`config.mk`:
```
export PLATFORM = sky130hd
export DESIGN_NAME = looper_ctrl
export DESIGN_NICKNAME = d
export VERILOG_FILES = /design/src/rtl/looper_pkg.sv /design/src/rtl/looper_addr_gen.sv /design/src/rtl/looper_ctrl.sv
export SDC_FILE = /design/constraint.sdc
export NUM_CORES = 1
export LEC_CHECK = 0
export CORE_MARGIN = 4
export CORE_UTILIZATION = 41
export CTS_BUF_LIST = sky130_fd_sc_hd__clkbuf_8 sky130_fd_sc_hd__clkbuf_16
export DETAILED_ROUTE_END_ITERATION = 10
export PLACE_DENSITY = 0.61
export RECOVER_POWER = 50
export SETUP_SLACK_MARGIN = 0.05
export SLEW_MARGIN = 40
export SYNTH_ARGS = -nofsm -noshare
export SYNTH_HDL_FRONTEND = slang
export SYNTH_SLANG_ARGS = --single-unit
```
`constraint.sdc`:
```
create_clock -name i_clk -period 9.5 [get_ports i_clk]
set_input_delay 1.9 -clock i_clk [delete_from_list [all_inputs] [get_ports i_clk]]
set_output_delay 1.9 -clock i_clk [all_outputs]
set_load 0.03 [all_outputs]
```
`src/rtl/looper_pkg.sv`:
```
`default_nettype none
// ============================================================================
//  Module   : looper_pkg
//  Purpose  : Shared types and defaults for the multi-track audio looper.
//             State encoding, key decode and default geometry live here.
//  Config   : LOOPER_OVERDUB_EN (consumed by looper_ctrl)
//  Revision : 1.0  initial release
// ============================================================================
package looper_pkg;

    localparam int C_NUM_TRACKS_DEF = 4;
    localparam int C_ADDR_W_DEF     = 20;

    // Controller state, exported unchanged on o_state
    typedef enum logic [2:0] {
        ST_INIT    = 3'd0,
        ST_IDLE    = 3'd1,
        ST_RECORD  = 3'd2,
        ST_LOOP    = 3'd3,
        ST_OVERDUB = 3'd4
    } state_e;

    // The single key acted on in a cycle after priority resolution
    typedef enum logic [2:0] {
        KEY_NONE = 3'd0,
        KEY_REC  = 3'd1,
        KEY_PLAY = 3'd2,
        KEY_CLR  = 3'd3,
        KEY_SEL  = 3'd4
    } key_e;

    // Simultaneous presses: rec beats play beats clr beats sel
    function automatic key_e key_decode(input logic rec, input logic play,
                                        input logic clr, input logic sel);
        key_e k;
        if (rec)       k = KEY_REC;
        else if (play) k = KEY_PLAY;
        else if (clr)  k = KEY_CLR;
        else if (sel)  k = KEY_SEL;
        else           k = KEY_NONE;
        return k;
    endfunction

endpackage
`default_nettype wire

```
`src/rtl/looper_addr_gen.sv`:
```
`default_nettype none
// ============================================================================
//  Module   : looper_addr_gen
//  Purpose  : Frame offset counter with loop-length wrap, and the registered
//             SRAM address {track, offset} (track selects the region base).
//  Config   : none
//  Revision : 1.0  initial release
// ============================================================================
module looper_addr_gen #(
    parameter int ADDR_W = 20,
    parameter int TRK_W  = 2
) (
    input  logic                    i_clk,
    input  logic                    i_rst,
    input  logic [TRK_W-1:0]        i_track,    // track that owns the next frame
    input  logic                    i_clr,      // force offset to 0 (wins over i_inc)
    input  logic                    i_inc,      // advance one frame
    input  logic                    i_wrap_en,  // wrap at i_len-1 (playback)
    input  logic [ADDR_W-TRK_W-1:0] i_len,      // 0 means the full region
    output logic [ADDR_W-TRK_W-1:0] o_offset,
    output logic [ADDR_W-1:0]       o_addr
);

    localparam int LW = ADDR_W - TRK_W;

    logic [LW-1:0]     offset_q, offset_d;
    logic [LW-1:0]     w_last;
    logic [ADDR_W-1:0] addr_q, addr_d;

    // Next offset; a full-region length is stored as 0 so len-1 is all ones
    always_comb begin
        w_last   = i_len - LW'(1);
        offset_d = offset_q;
        if (i_inc) begin
            if (i_wrap_en && (offset_q == w_last)) offset_d = '0;
            else                                   offset_d = offset_q + LW'(1);
        end
        if (i_clr) offset_d = '0;
        addr_d = {i_track, offset_d};
    end

    // Offset and address registers; address tracks the updated offset
    always_ff @(posedge i_clk) begin
        if (i_rst) begin
            offset_q <= '0;
            addr_q   <= '0;
        end else begin
            offset_q <= offset_d;
            addr_q   <= addr_d;
        end
    end

    assign o_offset = offset_q;
    assign o_addr   = addr_q;

endmodule
`default_nettype wire

```
`src/rtl/looper_ctrl.sv`:
```
`default_nettype none
// ============================================================================
//  Module   : looper_ctrl
//  Purpose  : Multi-track looper controller: key-driven FSM, per-track loop
//             lengths and valid mask, SRAM address / enable generation.
//  Config   : LOOPER_OVERDUB_EN - when defined, rec in LOOP enters OVERDUB.
//  Note     : o_len is ADDR_W-TRK_W bits wide, so a loop filling its whole
//             region reads as 0 there (o_valid tells it apart from empty).
//  Revision : 1.0  initial release
// ============================================================================
module looper_ctrl import looper_pkg::*; #(
    parameter  int NUM_TRACKS = C_NUM_TRACKS_DEF,
    parameter  int ADDR_W     = C_ADDR_W_DEF,
    localparam int TRK_W      = (NUM_TRACKS > 1) ? $clog2(NUM_TRACKS) : 1
) (
    input  logic                    i_clk,
    input  logic                    i_rst,
    input  logic                    i_init_done,
    input  logic                    i_sample_tick,
    input  logic                    i_key_rec,
    input  logic                    i_key_play,
    input  logic                    i_key_sel,
    input  logic                    i_key_clr,
    output logic [2:0]              o_state,
    output logic [TRK_W-1:0]        o_track,
    output logic [ADDR_W-1:0]       o_addr,
    output logic                    o_rec_en,
    output logic                    o_play_en,
    output logic [NUM_TRACKS-1:0]   o_valid,
    output logic [ADDR_W-TRK_W-1:0] o_len
);

    localparam int LW = ADDR_W - TRK_W;

    state_e                state_q, state_d;
    logic [TRK_W-1:0]      track_q, track_d;
    logic [NUM_TRACKS-1:0] valid_q, valid_d;
    logic [LW-1:0]         len_q [NUM_TRACKS];
    logic [LW-1:0]         len_d [NUM_TRACKS];
    logic                  rec_en_q, rec_en_d;
    logic                  play_en_q, play_en_d;

    key_e                  w_key;
    logic [LW-1:0]         w_offset;
    logic                  w_off_clr;
    logic                  w_off_inc;
    logic                  w_wrap_en;
    logic                  w_rec_nonempty;

    assign w_key = key_decode(i_key_rec, i_key_play, i_key_clr, i_key_sel);

    // FSM next state, track/valid/length updates and offset commands
    always_comb begin
        state_d   = state_q;
        track_d   = track_q;
        valid_d   = valid_q;
        len_d     = len_q;
        w_off_clr = 1'b0;
        w_off_inc = 1'b0;
        w_wrap_en = 1'b0;
        // the tick of this cycle counts before a rec key closes the take
        w_rec_nonempty = i_sample_tick || (w_offset != '0);

        case (state_q)
            ST_INIT: begin
                if (i_init_done) state_d = ST_IDLE;
            end

            ST_IDLE: begin
                w_off_clr = 1'b1;
                case (w_key)
                    KEY_REC:  state_d = ST_RECORD;
                    KEY_PLAY: if (valid_q[track_q]) state_d = ST_LOOP;
                    KEY_CLR:  valid_d[track_q] = 1'b0;
                    KEY_SEL:  track_d = (track_q == TRK_W'(NUM_TRACKS - 1)) ?
                                        '0 : track_q + TRK_W'(1);
                    default:  ;
                endcase
            end

            ST_RECORD: begin
                w_off_inc = i_sample_tick;
                if (i_sample_tick && (w_offset == '1)) begin
                    // region full: the length wraps to 0, meaning full region
                    len_d[track_q]   = '0;
                    valid_d[track_q] = 1'b1;
                    state_d          = ST_LOOP;
                    w_off_clr        = 1'b1;
                end else if (w_key == KEY_REC) begin
                    w_off_clr = 1'b1;
                    if (w_rec_nonempty) begin
                        len_d[track_q]   = w_offset + LW'(i_sample_tick);
                        valid_d[track_q] = 1'b1;
                        state_d          = ST_LOOP;
                    end else begin
                        state_d = ST_IDLE;
                    end
                end
            end

            ST_LOOP: begin
                w_off_inc = i_sample_tick;
                w_wrap_en = 1'b1;
                if (w_key == KEY_REC) begin
`ifdef LOOPER_OVERDUB_EN
                    state_d = ST_OVERDUB;
`else
                    state_d = ST_LOOP;
`endif
                end else if (w_key == KEY_PLAY) begin
                    state_d   = ST_IDLE;
                    w_off_clr = 1'b1;
                end
            end

`ifdef LOOPER_OVERDUB_EN
            ST_OVERDUB: begin
                w_off_inc = i_sample_tick;
                w_wrap_en = 1'b1;
                if (w_key == KEY_REC) begin
                    state_d = ST_LOOP;
                end else if (w_key == KEY_PLAY) begin
                    state_d   = ST_IDLE;
                    w_off_clr = 1'b1;
                end
            end
`endif

            default: state_d = ST_INIT;
        endcase

        rec_en_d  = (state_d == ST_RECORD) || (state_d == ST_OVERDUB);
        play_en_d = (state_d == ST_LOOP)   || (state_d == ST_OVERDUB);
    end

    // State, mask, length and enable registers
    always_ff @(posedge i_clk) begin
        if (i_rst) begin
            state_q   <= ST_INIT;
            track_q   <= '0;
            valid_q   <= '0;
            len_q     <= '{default: '0};
            rec_en_q  <= 1'b0;
            play_en_q <= 1'b0;
        end else begin
            state_q   <= state_d;
            track_q   <= track_d;
            valid_q   <= valid_d;
            len_q     <= len_d;
            rec_en_q  <= rec_en_d;
            play_en_q <= play_en_d;
        end
    end

    looper_addr_gen #(
        .ADDR_W (ADDR_W),
        .TRK_W  (TRK_W)
    ) u_addr_gen (
        .i_clk     (i_clk),
        .i_rst     (i_rst),
        .i_track   (track_d),
        .i_clr     (w_off_clr),
        .i_inc     (w_off_inc),
        .i_wrap_en (w_wrap_en),
        .i_len     (len_q[track_q]),
        .o_offset  (w_offset),
        .o_addr    (o_addr)
    );

    assign o_state   = state_q;
    assign o_track   = track_q;
    assign o_rec_en  = rec_en_q;
    assign o_play_en = play_en_q;
    assign o_valid   = valid_q;
    assign o_len     = len_q[track_q];

endmodule
`default_nettype wire

```
==> impl_metrics.tcl <==
set metrics [dict create \
    avgRoutedWirePerCell_um 18.6 \
    drt_iter0_drc 455 \
    route.detailed.drc 0 \
    clk_path_buf_depth 2 \
    path_class "reg -> reg" \
    cts_tree "built" \
    crit_family "simple AND/OR/NAND/NOR gates" \
    worst_path_max_delay_cell "nor4_1" \
    ys_seq_elements 101 \
    postCtsHoldBufs 0 \
    cts_resized 0 \
    finalSetupViolations 0 \
    intPower_w 0.000637 \
    layout_common_cells "nand2_1, dfxtp_1, a21oi_1, nor2_1, dlygate4sd3_1" \
    ys_types 57 \
    slew_violations 58 \
    initial_core_util_pct 42.6 \
    post-cts-setup-buffers 0 \
    rows 41 \
    fin_skew_ps 6.66 \
    grt_pass1_vias 4811 \
    slew_headroom_pct -23.8 \
    synth_area_mm2 0.00546 \
    overflow 0 \
    status "complete, but fails checks" \
    final_common_cell "nand2_1" \
    fillers 1280 \
    cts_buffers 9 \
    sequentialPowerShare_pct 52.1 \
    p_sw_share_pct 21.8 \
    synthCells 667 \
    antennaDiodeCount 0 \
    clk_pin_slew_ps 70 \
    hold_class "reg -> reg" \
    syn_nets 684 \
    die_w_um 123 \
    ctsHtreeMaxLevel 3 \
    critical_path.most_common_cell "or3_1" \
    instances_no_fill 867 \
    cp.arrival_ps 6490 \
    worstPathCellList "clkbuf_1, mux4_2, or3_1, or3_1, or4b_4, a41oi_2, o21ai_2, nor4_1, buf_4, nor3_2" \
    postSynthAreaPerCell_um2 8.19 \
    antenna_left 0 \
    cap_violations 3 \
    clock_latency_ps 350 \
    timing.fmax_ghz 0.160 \
    fin_area_mm2 0.00635 \
    finalWorstSetupSlack_ps 3250 \
    drive_gt1_share_pct 8.63 \
    dpl_cell_area_mm2 0.00607 \
    first_pass_iters 5 \
    fin_crit_sh_pct 65.8 \
    period_needed_ps 6250 \
    post-place-ws_ps 4400 \
    worst_setup_path_end_kind "flop" \
    synthFlopType "dfxtp_1" \
    clock_sinks 101 \
    tns_ps 0 \
    fin_nets 707 \
    place_hpwl_um 11400 \
    drt-total-wl_um 16100 \
    crit_buf_inv 2 \
    power_frac_comb_pct 2.2 \
    io_pins 57 \
    port_buffers 56 \
    leakagePower_nw 2.19 \
    finalWeightedCongestion 0.929 \
    max_stage_delay_ps 1470 \
    crit_path_max_fanout 21 \
    cp.required_ps 9730 \
    vias 4903 \
    vias_per_cell 5.66 \
    async_reset_ff_share_pct 0 \
    grt_max_degree 82 \
    p_sw_w 0.000177 \
    core_mm2 0.0128 \
    rsz0062_at_grt "no" \
    cts_root_buf "clkbuf_16" \
    ys.warnings.count 0 \
    ys_seq_area_share_pct 37.0 \
    grt_first_pass_wirelength_um 25900 \
    area_growth_pct 16.2 \
    start_kind "flop" \
    failed_checks "capacitance limit, slew limit" \
    antenna_found_initial 0 \
    die-area_mm2 0.0152 \
    p_clk_share_pct 45.7 \
    grt_usage_pct 22.1 \
    fp.dieH_um 123 \
    dpl.cell_count 851 \
    max-vdd-ir-drop_mv 0.0882 \
    tightest_slew_ps 1840 \
    finalHoldViolCount 0 \
    synth_edf_count 0 \
    p_per_area_mw_per_mm2 128 \
]
==> state kept, by name, indices dropped and copies added, names as in the netlist, named ones only <==
register,flops
o_play_en,1
u_addr_gen.o_addr,20
len_q,72
o_state,3
o_rec_en,1
==> worst paths after layout <==
path	startpoint	endpoint	slack (ps)	cells past startpoint
setup reg to reg	u_addr_gen.o_addr[18]	u_addr_gen.o_addr[11]	3250	10
setup / recovery	u_addr_gen.o_addr[18]	u_addr_gen.o_addr[11]	3250	10
hold / removal	len_q[13]	len_q[13]	460	2
hold reg to reg	len_q[13]	len_q[13]	460	2
==> per-layer routing <==
| layer | up-vias | routed length, um | global-route usage, % |
|---|---|---|---|
| met4 | 0 | 209 | 6.30 |
| met1 | 2356 | 7150 | 28.9 |
| met2 | 181 | 7810 | 37.0 |
| met5 | - | 0 | 0 |
| met3 | 22 | 942 | 4.62 |
| li1 | 2344 | - | - |
==> cell type report <==
cell class / instances / area [um^2] / share of cell area, %
inverter: 15 / 56.3 / 0.887
clock inverter: 3 / 26.3 / 0.414
multi-input combinational: 502 / 3160 / 49.8
tap: 172 / 215 / 3.39
timing repair buffer: 61 / 589 / 9.28
clock buffer: 13 / 280 / 4.41
sequential: 101 / 2020 / 31.8
==> per-stage QoR <==
step	util [%]	power, W	hold WS (ps)
floorplan	-	0.000444	432
global placement	47.2	0.000452	438
detailed placement	47.3	0.000452	447
CTS	49.7	0.000823	456
global route	49.5	0.000841	480
finish	49.5	0.000815	456
==> power groups by stage <==
stage | sequential (W) | clock (W) | combinational [W]
after floorplan | 0.000435 | 0 | 0.00000969
after global placement | 0.000434 | 0 | 0.0000177
after detailed placement | 0.000434 | 0 | 0.0000180
after CTS | 0.000424 | 0.000381 | 0.0000180
after global routing | 0.000424 | 0.000398 | 0.0000193
final | 0.000424 | 0.000372 | 0.0000181
==> logic make-up after synthesis <==
family	after synthesis	share of synthesized area (%)
buf+inv	64	4.97
xor+xnor	47	7.54
fa+ha+maj	9	2.06
flops	101	37.0
mux	26	9.00
other cells	1	0.0687
compound gates	115	12.4
simple gates	304	26.9
==> cells in the mapped netlist (9+ instances only) <==
master | n | share of area (%)
nor2_1 | 54 | 3.7
nor3_2 | 10 | 1.8
nor4_1 | 13 | 1.5
nand3_1 | 15 | 1.4
nand2_1 | 141 | 9.7
clkbuf_1 | 42 | 2.9
or3_1 | 9 | 1.0
inv_1 | 14 | 0.96
a21oi_1 | 69 | 6.3
nand2b_1 | 9 | 1.0
mux4_2 | 18 | 7.4
dfxtp_1 | 101 | 37
ha_1 | 9 | 2.1
xnor2_1 | 33 | 5.3
nor3_1 | 14 | 1.3
o21ai_0 | 11 | 1.0
a22oi_1 | 16 | 2.2
xor2_1 | 14 | 2.2
==> worst min-delay path, delay by kind of cell, from the launching register on <==
kind	cells	cell delay, ps
AOI/OAI and AO/OA	1	50
DFF	1	310
and+or+nand+nor	1	50
(Power assumes the default switching activity.)
